$ cat src/rtl/sysmon_drp_arbiter.sv
// SYSMON DRP port owner: arbitrates EOC channel readback against host DRP access.
// Optional temperature min/max tracking is enabled by defining SYSMON_TEMP_MINMAX_EN.
module sysmon_drp_arbiter #(
    parameter int unsigned TIMEOUT_CYC = 64,
    parameter int unsigned ADDR_W      = 8
) (
    input  logic              s_clk,
    input  logic              s_rst_n,
    input  logic              sm_eoc,
    input  logic [5:0]        sm_channel,
    input  logic              sm_drdy,
    input  logic [15:0]       sm_do,
    output logic              sm_den,
    output logic              sm_dwe,
    output logic [ADDR_W-1:0] sm_daddr,
    output logic [15:0]       sm_di,
    input  logic              host_req,
    input  logic              host_we,
    input  logic [ADDR_W-1:0] host_addr,
    input  logic [15:0]       host_wdata,
    output logic              host_ack,
    output logic [15:0]       host_rdata,
    output logic              host_err,
    output logic [9:0]        temp,
    output logic [9:0]        vccint,
    output logic [9:0]        vccaux,
    output logic [9:0]        vp,
    output logic [3:0]        upd,
`ifdef SYSMON_TEMP_MINMAX_EN
    input  logic              clr_minmax,
    output logic [9:0]        temp_min,
    output logic [9:0]        temp_max,
`endif
    output logic              eoc_overrun
);

    localparam int unsigned CNT_W = 8;
    localparam logic [CNT_W-1:0] CNT_LAST = CNT_W'(TIMEOUT_CYC - 1);

    localparam logic [1:0] S_IDLE  = 2'd0;
    localparam logic [1:0] S_ISSUE = 2'd1;
    localparam logic [1:0] S_WAIT  = 2'd2;
    localparam logic [1:0] S_DONE  = 2'd3;

    logic [1:0]        state, state_nxt;
    logic              grant_host, grant_host_nxt;
    logic              last_host, last_host_nxt;
    logic              cur_we, cur_we_nxt;
    logic [5:0]        cur_ch, cur_ch_nxt;
    logic [CNT_W-1:0]  cnt, cnt_nxt;
    logic              timed_out, timed_out_nxt;
    logic [15:0]       rd_data, rd_data_nxt;
    logic              eoc_pend, eoc_pend_nxt;
    logic [5:0]        eoc_ch, eoc_ch_nxt;

    logic              sm_den_nxt, sm_dwe_nxt;
    logic [ADDR_W-1:0] sm_daddr_nxt;
    logic [15:0]       sm_di_nxt;
    logic              host_ack_nxt, host_err_nxt;
    logic [15:0]       host_rdata_nxt;
    logic [9:0]        temp_nxt, vccint_nxt, vccaux_nxt, vp_nxt;
    logic [3:0]        upd_nxt;
    logic              eoc_overrun_nxt;
`ifdef SYSMON_TEMP_MINMAX_EN
    logic [9:0]        temp_min_nxt, temp_max_nxt;
`endif

    // An EOC arriving this cycle already competes in arbitration.
    logic       eoc_pend_eff, host_eff, pick_host;
    logic [5:0] eoc_ch_eff;
    assign eoc_pend_eff = eoc_pend | sm_eoc;
    assign eoc_ch_eff   = sm_eoc ? sm_channel : eoc_ch;
    // The ack cycle still sees host_req high; do not restart on it.
    assign host_eff     = host_req & ~host_ack;
    assign pick_host    = host_eff & (~eoc_pend_eff | ~last_host);

    always_comb begin
        state_nxt       = state;
        grant_host_nxt  = grant_host;
        last_host_nxt   = last_host;
        cur_we_nxt      = cur_we;
        cur_ch_nxt      = cur_ch;
        cnt_nxt         = cnt;
        timed_out_nxt   = timed_out;
        rd_data_nxt     = rd_data;
        eoc_pend_nxt    = eoc_pend;
        eoc_ch_nxt      = eoc_ch;
        sm_den_nxt      = 1'b0;
        sm_dwe_nxt      = 1'b0;
        sm_daddr_nxt    = sm_daddr;
        sm_di_nxt       = sm_di;
        host_ack_nxt    = 1'b0;
        host_rdata_nxt  = host_rdata;
        host_err_nxt    = host_err;
        temp_nxt        = temp;
        vccint_nxt      = vccint;
        vccaux_nxt      = vccaux;
        vp_nxt          = vp;
        upd_nxt         = 4'b0000;
        eoc_overrun_nxt = eoc_overrun;
`ifdef SYSMON_TEMP_MINMAX_EN
        temp_min_nxt    = temp_min;
        temp_max_nxt    = temp_max;
`endif

        // EOC latch; a pending EOC not being consumed this cycle is lost.
        if (sm_eoc) begin
            eoc_pend_nxt = 1'b1;
            eoc_ch_nxt   = sm_channel;
            if (eoc_pend && !((state == S_ISSUE) && !grant_host)) begin
                eoc_overrun_nxt = 1'b1;
            end
        end

        case (state)
            S_IDLE: begin
                if (eoc_pend_eff || host_eff) begin
                    state_nxt      = S_ISSUE;
                    grant_host_nxt = pick_host;
                    last_host_nxt  = pick_host;
                    sm_den_nxt     = 1'b1;
                    if (pick_host) begin
                        sm_daddr_nxt = host_addr;
                        sm_dwe_nxt   = host_we;
                        sm_di_nxt    = host_wdata;
                        cur_we_nxt   = host_we;
                    end else begin
                        sm_daddr_nxt = ADDR_W'(eoc_ch_eff);
                        cur_ch_nxt   = eoc_ch_eff;
                        cur_we_nxt   = 1'b0;
                    end
                end
            end
            S_ISSUE: begin
                cnt_nxt       = '0;
                timed_out_nxt = 1'b0;
                state_nxt     = S_WAIT;
                if (!grant_host) begin
                    eoc_pend_nxt = sm_eoc;
                end
            end
            S_WAIT: begin
                cnt_nxt = cnt + CNT_W'(1);
                if (sm_drdy) begin
                    rd_data_nxt = sm_do;
                    state_nxt   = S_DONE;
                end else if (cnt_nxt == CNT_LAST) begin
                    timed_out_nxt = 1'b1;
                    state_nxt     = S_DONE;
                end
            end
            S_DONE: begin
                state_nxt = S_IDLE;
                if (grant_host) begin
                    host_ack_nxt   = 1'b1;
                    host_err_nxt   = timed_out;
                    host_rdata_nxt = (cur_we || timed_out) ? 16'h0000 : rd_data;
                end else if (!timed_out) begin
                    case (cur_ch)
                        6'd0: begin
                            temp_nxt   = rd_data[15:6];
                            upd_nxt[0] = 1'b1;
`ifdef SYSMON_TEMP_MINMAX_EN
                            if (rd_data[15:6] < temp_min) temp_min_nxt = rd_data[15:6];
                            if (rd_data[15:6] > temp_max) temp_max_nxt = rd_data[15:6];
`endif
                        end
                        6'd1: begin
                            vccint_nxt = rd_data[15:6];
                            upd_nxt[1] = 1'b1;
                        end
                        6'd2: begin
                            vccaux_nxt = rd_data[15:6];
                            upd_nxt[2] = 1'b1;
                        end
                        6'd3: begin
                            vp_nxt     = rd_data[15:6];
                            upd_nxt[3] = 1'b1;
                        end
                        default: ;
                    endcase
                end
            end
            default: state_nxt = S_IDLE;
        endcase

`ifdef SYSMON_TEMP_MINMAX_EN
        if (clr_minmax) begin
            temp_min_nxt = 10'h3FF;
            temp_max_nxt = 10'h000;
        end
`endif
    end

    always_ff @(posedge s_clk or negedge s_rst_n) begin
        if (!s_rst_n) begin
            state       <= S_IDLE;
            grant_host  <= 1'b0;
            last_host   <= 1'b1;
            cur_we      <= 1'b0;
            cur_ch      <= '0;
            cnt         <= '0;
            timed_out   <= 1'b0;
            rd_data     <= '0;
            eoc_pend    <= 1'b0;
            eoc_ch      <= '0;
            sm_den      <= 1'b0;
            sm_dwe      <= 1'b0;
            sm_daddr    <= '0;
            sm_di       <= '0;
            host_ack    <= 1'b0;
            host_rdata  <= '0;
            host_err    <= 1'b0;
            temp        <= '0;
            vccint      <= '0;
            vccaux      <= '0;
            vp          <= '0;
            upd         <= '0;
            eoc_overrun <= 1'b0;
`ifdef SYSMON_TEMP_MINMAX_EN
            temp_min    <= 10'h3FF;
            temp_max    <= 10'h000;
`endif
        end else begin
            state       <= state_nxt;
            grant_host  <= grant_host_nxt;
            last_host   <= last_host_nxt;
            cur_we      <= cur_we_nxt;
            cur_ch      <= cur_ch_nxt;
            cnt         <= cnt_nxt;
            timed_out   <= timed_out_nxt;
            rd_data     <= rd_data_nxt;
            eoc_pend    <= eoc_pend_nxt;
            eoc_ch      <= eoc_ch_nxt;
            sm_den      <= sm_den_nxt;
            sm_dwe      <= sm_dwe_nxt;
            sm_daddr    <= sm_daddr_nxt;
            sm_di       <= sm_di_nxt;
            host_ack    <= host_ack_nxt;
            host_rdata  <= host_rdata_nxt;
            host_err    <= host_err_nxt;
            temp        <= temp_nxt;
            vccint      <= vccint_nxt;
            vccaux      <= vccaux_nxt;
            vp          <= vp_nxt;
            upd         <= upd_nxt;
            eoc_overrun <= eoc_overrun_nxt;
`ifdef SYSMON_TEMP_MINMAX_EN
            temp_min    <= temp_min_nxt;
            temp_max    <= temp_max_nxt;
`endif
        end
    end

endmodule

$ cat config.mk
export PLATFORM = sky130hd
export DESIGN_NAME = sysmon_drp_arbiter
export DESIGN_NICKNAME = d
export VERILOG_FILES = /design/src/rtl/sysmon_drp_arbiter.sv
export SDC_FILE = /design/constraint.sdc
export NUM_CORES = 1
export LEC_CHECK = 0
export BUFFER_PORTS_ARGS = -buffer_cell sky130_fd_sc_hd__buf_2
export CORE_MARGIN = 2
export CORE_UTILIZATION = 35
export CTS_CLUSTER_DIAMETER = 120
export CTS_CLUSTER_SIZE = 30
export DETAILED_ROUTE_END_ITERATION = 12
export PLACE_DENSITY = 0.61
export SYNTH_ARGS = -nofsm -noshare
export SYNTH_HDL_FRONTEND = slang
export SYNTH_SLANG_ARGS = --single-unit
$ cat constraint.sdc
create_clock -name s_clk -period 1.9 [get_ports s_clk]
set_clock_uncertainty 0.15 [all_clocks]
set_input_delay 0.38 -clock s_clk [delete_from_list [all_inputs] [get_ports s_clk]]
set_output_delay 0.38 -clock s_clk [all_outputs]
set_load 0.005 [all_outputs]
==> results.tsv <==
stage	metric	value	unit
setup_path	critPathSlowestCell	dfrtp_2	
routing	drt_iter0_markers	182	
yosys	async_reset_ff_share	100	%
setup_path	cp.depth	5	
timing	tightest_slew	0.397	ns
yosys	synth_edf_count	0	
setup_path	endpoint_kind	flop	
routing	dr_total_vias	3980	
power	vdd_drop_max	0.000757	V
finish	nFillCells	1279	
timing	period_share	103	%
timing	fmax	509	MHz
setup_path	crit_end	state[1]$_DFFE_PN0P_	
global_route	antenna_found_initial	0	
clocking	clockBufferDepth	2	
yosys	synth-main-ff-cell	dfrtp_1	
timing	fin_hold_ws	0.0104	ns
routing	post_drt_wl_per_cell	16.4	microns
timing	slew_headroom	73.5	%
die	initial_core_util	35.9	%
routing	route.detailed.drc	0	
job	max-cap-violations	0	
routing	routed_wl	13500	microns
setup_path	reg2reg_from	cnt[1]$_DFFE_PN0P_	
setup_path	arrival	2.11	ns
global_route	track_usage	17.4	%
finish	seqCellArea	3310	sq um
timing	setup_viol_count_final	17	
finish	drive_gt1_share	47.3	%
die	io_pins	141	
clocking	clockRootBuffer	clkbuf_16	
clocking	h-tree-depth	4	
yosys	yosysTopAreaCell	dfrtp_1	
global_route	globalRoute.totalOverflow	0	
setup_path	max_stage_delay	0.43	ns
setup_path	cp-start-kind	flop	
yosys	postSynthAreaPerCell	12.6	sq um
die	rows	44	
setup_path	cp_cell_sequence	nand4_4 -> or3_4 -> a2111oi_4 -> nor2_1 -> or3_1	
setup_path	critPathMaxFanout	4	
finish	multi_input_area	1960	sq um
power	total_power	11.6	mW
die	die_h	126	microns
global_route	grt_pass1_vias	4169	
placement	portBuffers	140	
setup_path	cp.required	2.05	ns
placement	pre_cts_slack	-0.0734	ns
yosys	mappedNetlistArea	5240	sq um
worst_hold_path	hp-class	input port to flop	
routing	vias_per_cell	4.84	
setup_path	rr_worst_depth	5	
timing	timing.final.crit_period	1.96	ns
global_route	grt_max_degree	43	
die	core	14600	sq um
routing	drt-pass1-iter-count	5	
yosys	synth_seq_cells	132	
timing	finalHoldViolCount	0	
clocking	clock_sinks	132	
timing	rsz0062_at_grt	yes	
finish	syn_to_final_growth	41.8	%
timing	final_max_slew_viol_count	0	
die	dieWidth	126	microns
clocking	clkLatencyLatePin	0.42	ns
setup_path	crit_buf_inv	0	
yosys	netlist_top_cells_area	dfrtp_1 (63%), mux2_2 (12%), nand2_1 (5.9%)	
timing	worst_slack	-0.0633	ns
setup_path	reg2reg_to	state[1]$_DFFE_PN0P_	
yosys	synth_top_cell_area_share	62.5	%
yosys	ys_warn_count	0	
finish	mostFrequentLayoutCells	buf_2 (139), dfrtp_1 (127), nand2_1 (82), buf_4 (39), mux2_2 (37)	
finish	postLayoutCoreUtil	51.0	%
yosys	ys_types	42	
power	p_per_area	1560	nW/um^2
finish	fin_nets	684	
clocking	path_clk_slew	0.06	ns
die	dieArea	16000	sq um
global_route	grt_pass1_wl	21700	microns
setup_path	crit_start	cnt[1]$_DFFE_PN0P_	
setup_path	reg2reg_slack	-0.06	ns
clocking	numCtsBuffers	17	
clocking	cts_tree	done	
outcome	status	complete, but fails checks	
placement	dp_hpwl	9370	microns
setup_path	path_delay_family	simple AND/OR/NAND/NOR gates	
finish	layout_commonest_cell	buf_2	
setup_path	worstSetupPathType	flop to flop	
yosys	syn_nets	475	
outcome	violations	negative setup slack	
finish	n_antenna_cell	0	
routing	ant_nets	0	
power	leakagePower	3.87	nW
yosys	seq_area_frac_synth	63.0	%
yosys	syn_inst	417	
placement	globalplace.congestion	0.784	
[cells in the mapped netlist (2+ instances only)]
cell,instances
a21o_1,2
a21oi_1,2
a22o_1,24
and2_1,2
buf_2,5
clkbuf_1,9
dfrtp_1,131
ha_1,6
inv_1,17
mux2_2,57
mux2i_1,7
nand2_1,83
nand2b_1,3
nand3_1,5
nor2_1,9
nor3_1,2
nor4_1,2
o21ai_0,21
o31ai_1,2
o41ai_1,3
or2_2,2
or3_1,3
[repair_timing]
action,4_1_cts,5_1_grt
setup buffers,3,1
setup endpoints to repair,32,48
hold endpoints to repair,52,1
pin swaps,1,3
gates cloned,1,0
gates resized for setup,19,17
hold buffers,15,1
[where the power goes]
part | switching, mW | internal (mW) | total (mW)
Clock | 1.29 | 1.85 | 3.14
Sequential | 0.790 | 3.91 | 4.70
Combinational | 1.72 | 2.02 | 3.74
Total | 3.80 | 7.78 | 11.6
[worst min path at each step]
| stage | from | end | slack, ns | cells after the start |
|---|---|---|---|---|
| CTS | host_wdata[1] | sm_di[1]$_DFFE_PN0P_ | 0.002 | 3 |
| floorplan | s_rst_n | cnt[0]$_DFFE_PN0P_ | -0.07 | 0 |
| global route | host_wdata[1] | sm_di[1]$_DFFE_PN0P_ | 0.003 | 3 |
| finish | host_wdata[1] | sm_di[1]$_DFFE_PN0P_ | 0.01 | 3 |
| global placement | s_rst_n | vp[7]$_DFFE_PN0P_ | 0.16 | 1 |
| detailed placement | s_rst_n | vp[7]$_DFFE_PN0P_ | 0.17 | 1 |
[area by class of cell]
class	count	area share (%)
clock buffer	19	5.96
clock inverter	13	1.68
inverter	17	0.858
multi-input combinational	253	26.3
sequential	132	44.5
tap	184	3.10
timing repair buffer	205	17.6
[registers in the layout, indices dropped and copies added (netlist names), 8 cells and up]
signal	cells
vp	10
sm_daddr	8
sm_di	16
host_rdata	16
vccaux	10
cnt	8
rd_data	16
temp	10
vccint	10
[through the flow]
step / TNS [ns] / instance area [sq um] / std cells
floorplan: -0.00186 / 5280 / 417
global placement: -1.83 / 6540 / 771
detailed placement: -1.52 / 6540 / 771
CTS: -1.13 / 7350 / 821
global route: -3.16 / 7440 / 823
finish: -0.598 / 7440 / 823
[kinds of logic (layout without fill, tap and decap cells)]
group	count (synthesis)	count (layout)	synth area share, %
compound gates	62	62	8.92
buf+inv	32	254	2.55
simple gates	119	119	10.2
mux	64	64	13.6
fa+ha+maj	6	6	1.43
xor+xnor	2	2	0.334
flops	132	132	63.0
[tightest hold or removal path, stage by stage]
cell	delay (ns)
buf_2	0.08
nand2_1	0.04
nand2_1	0.05
[metal layers]
metal,GRT usage (%),share of wire [%]
met5,0,0
met4,6.40,1.4
met3,5.19,5.5
met2,28.7,49
met1,21.8,44
Power figures use the tool's default switching activity.
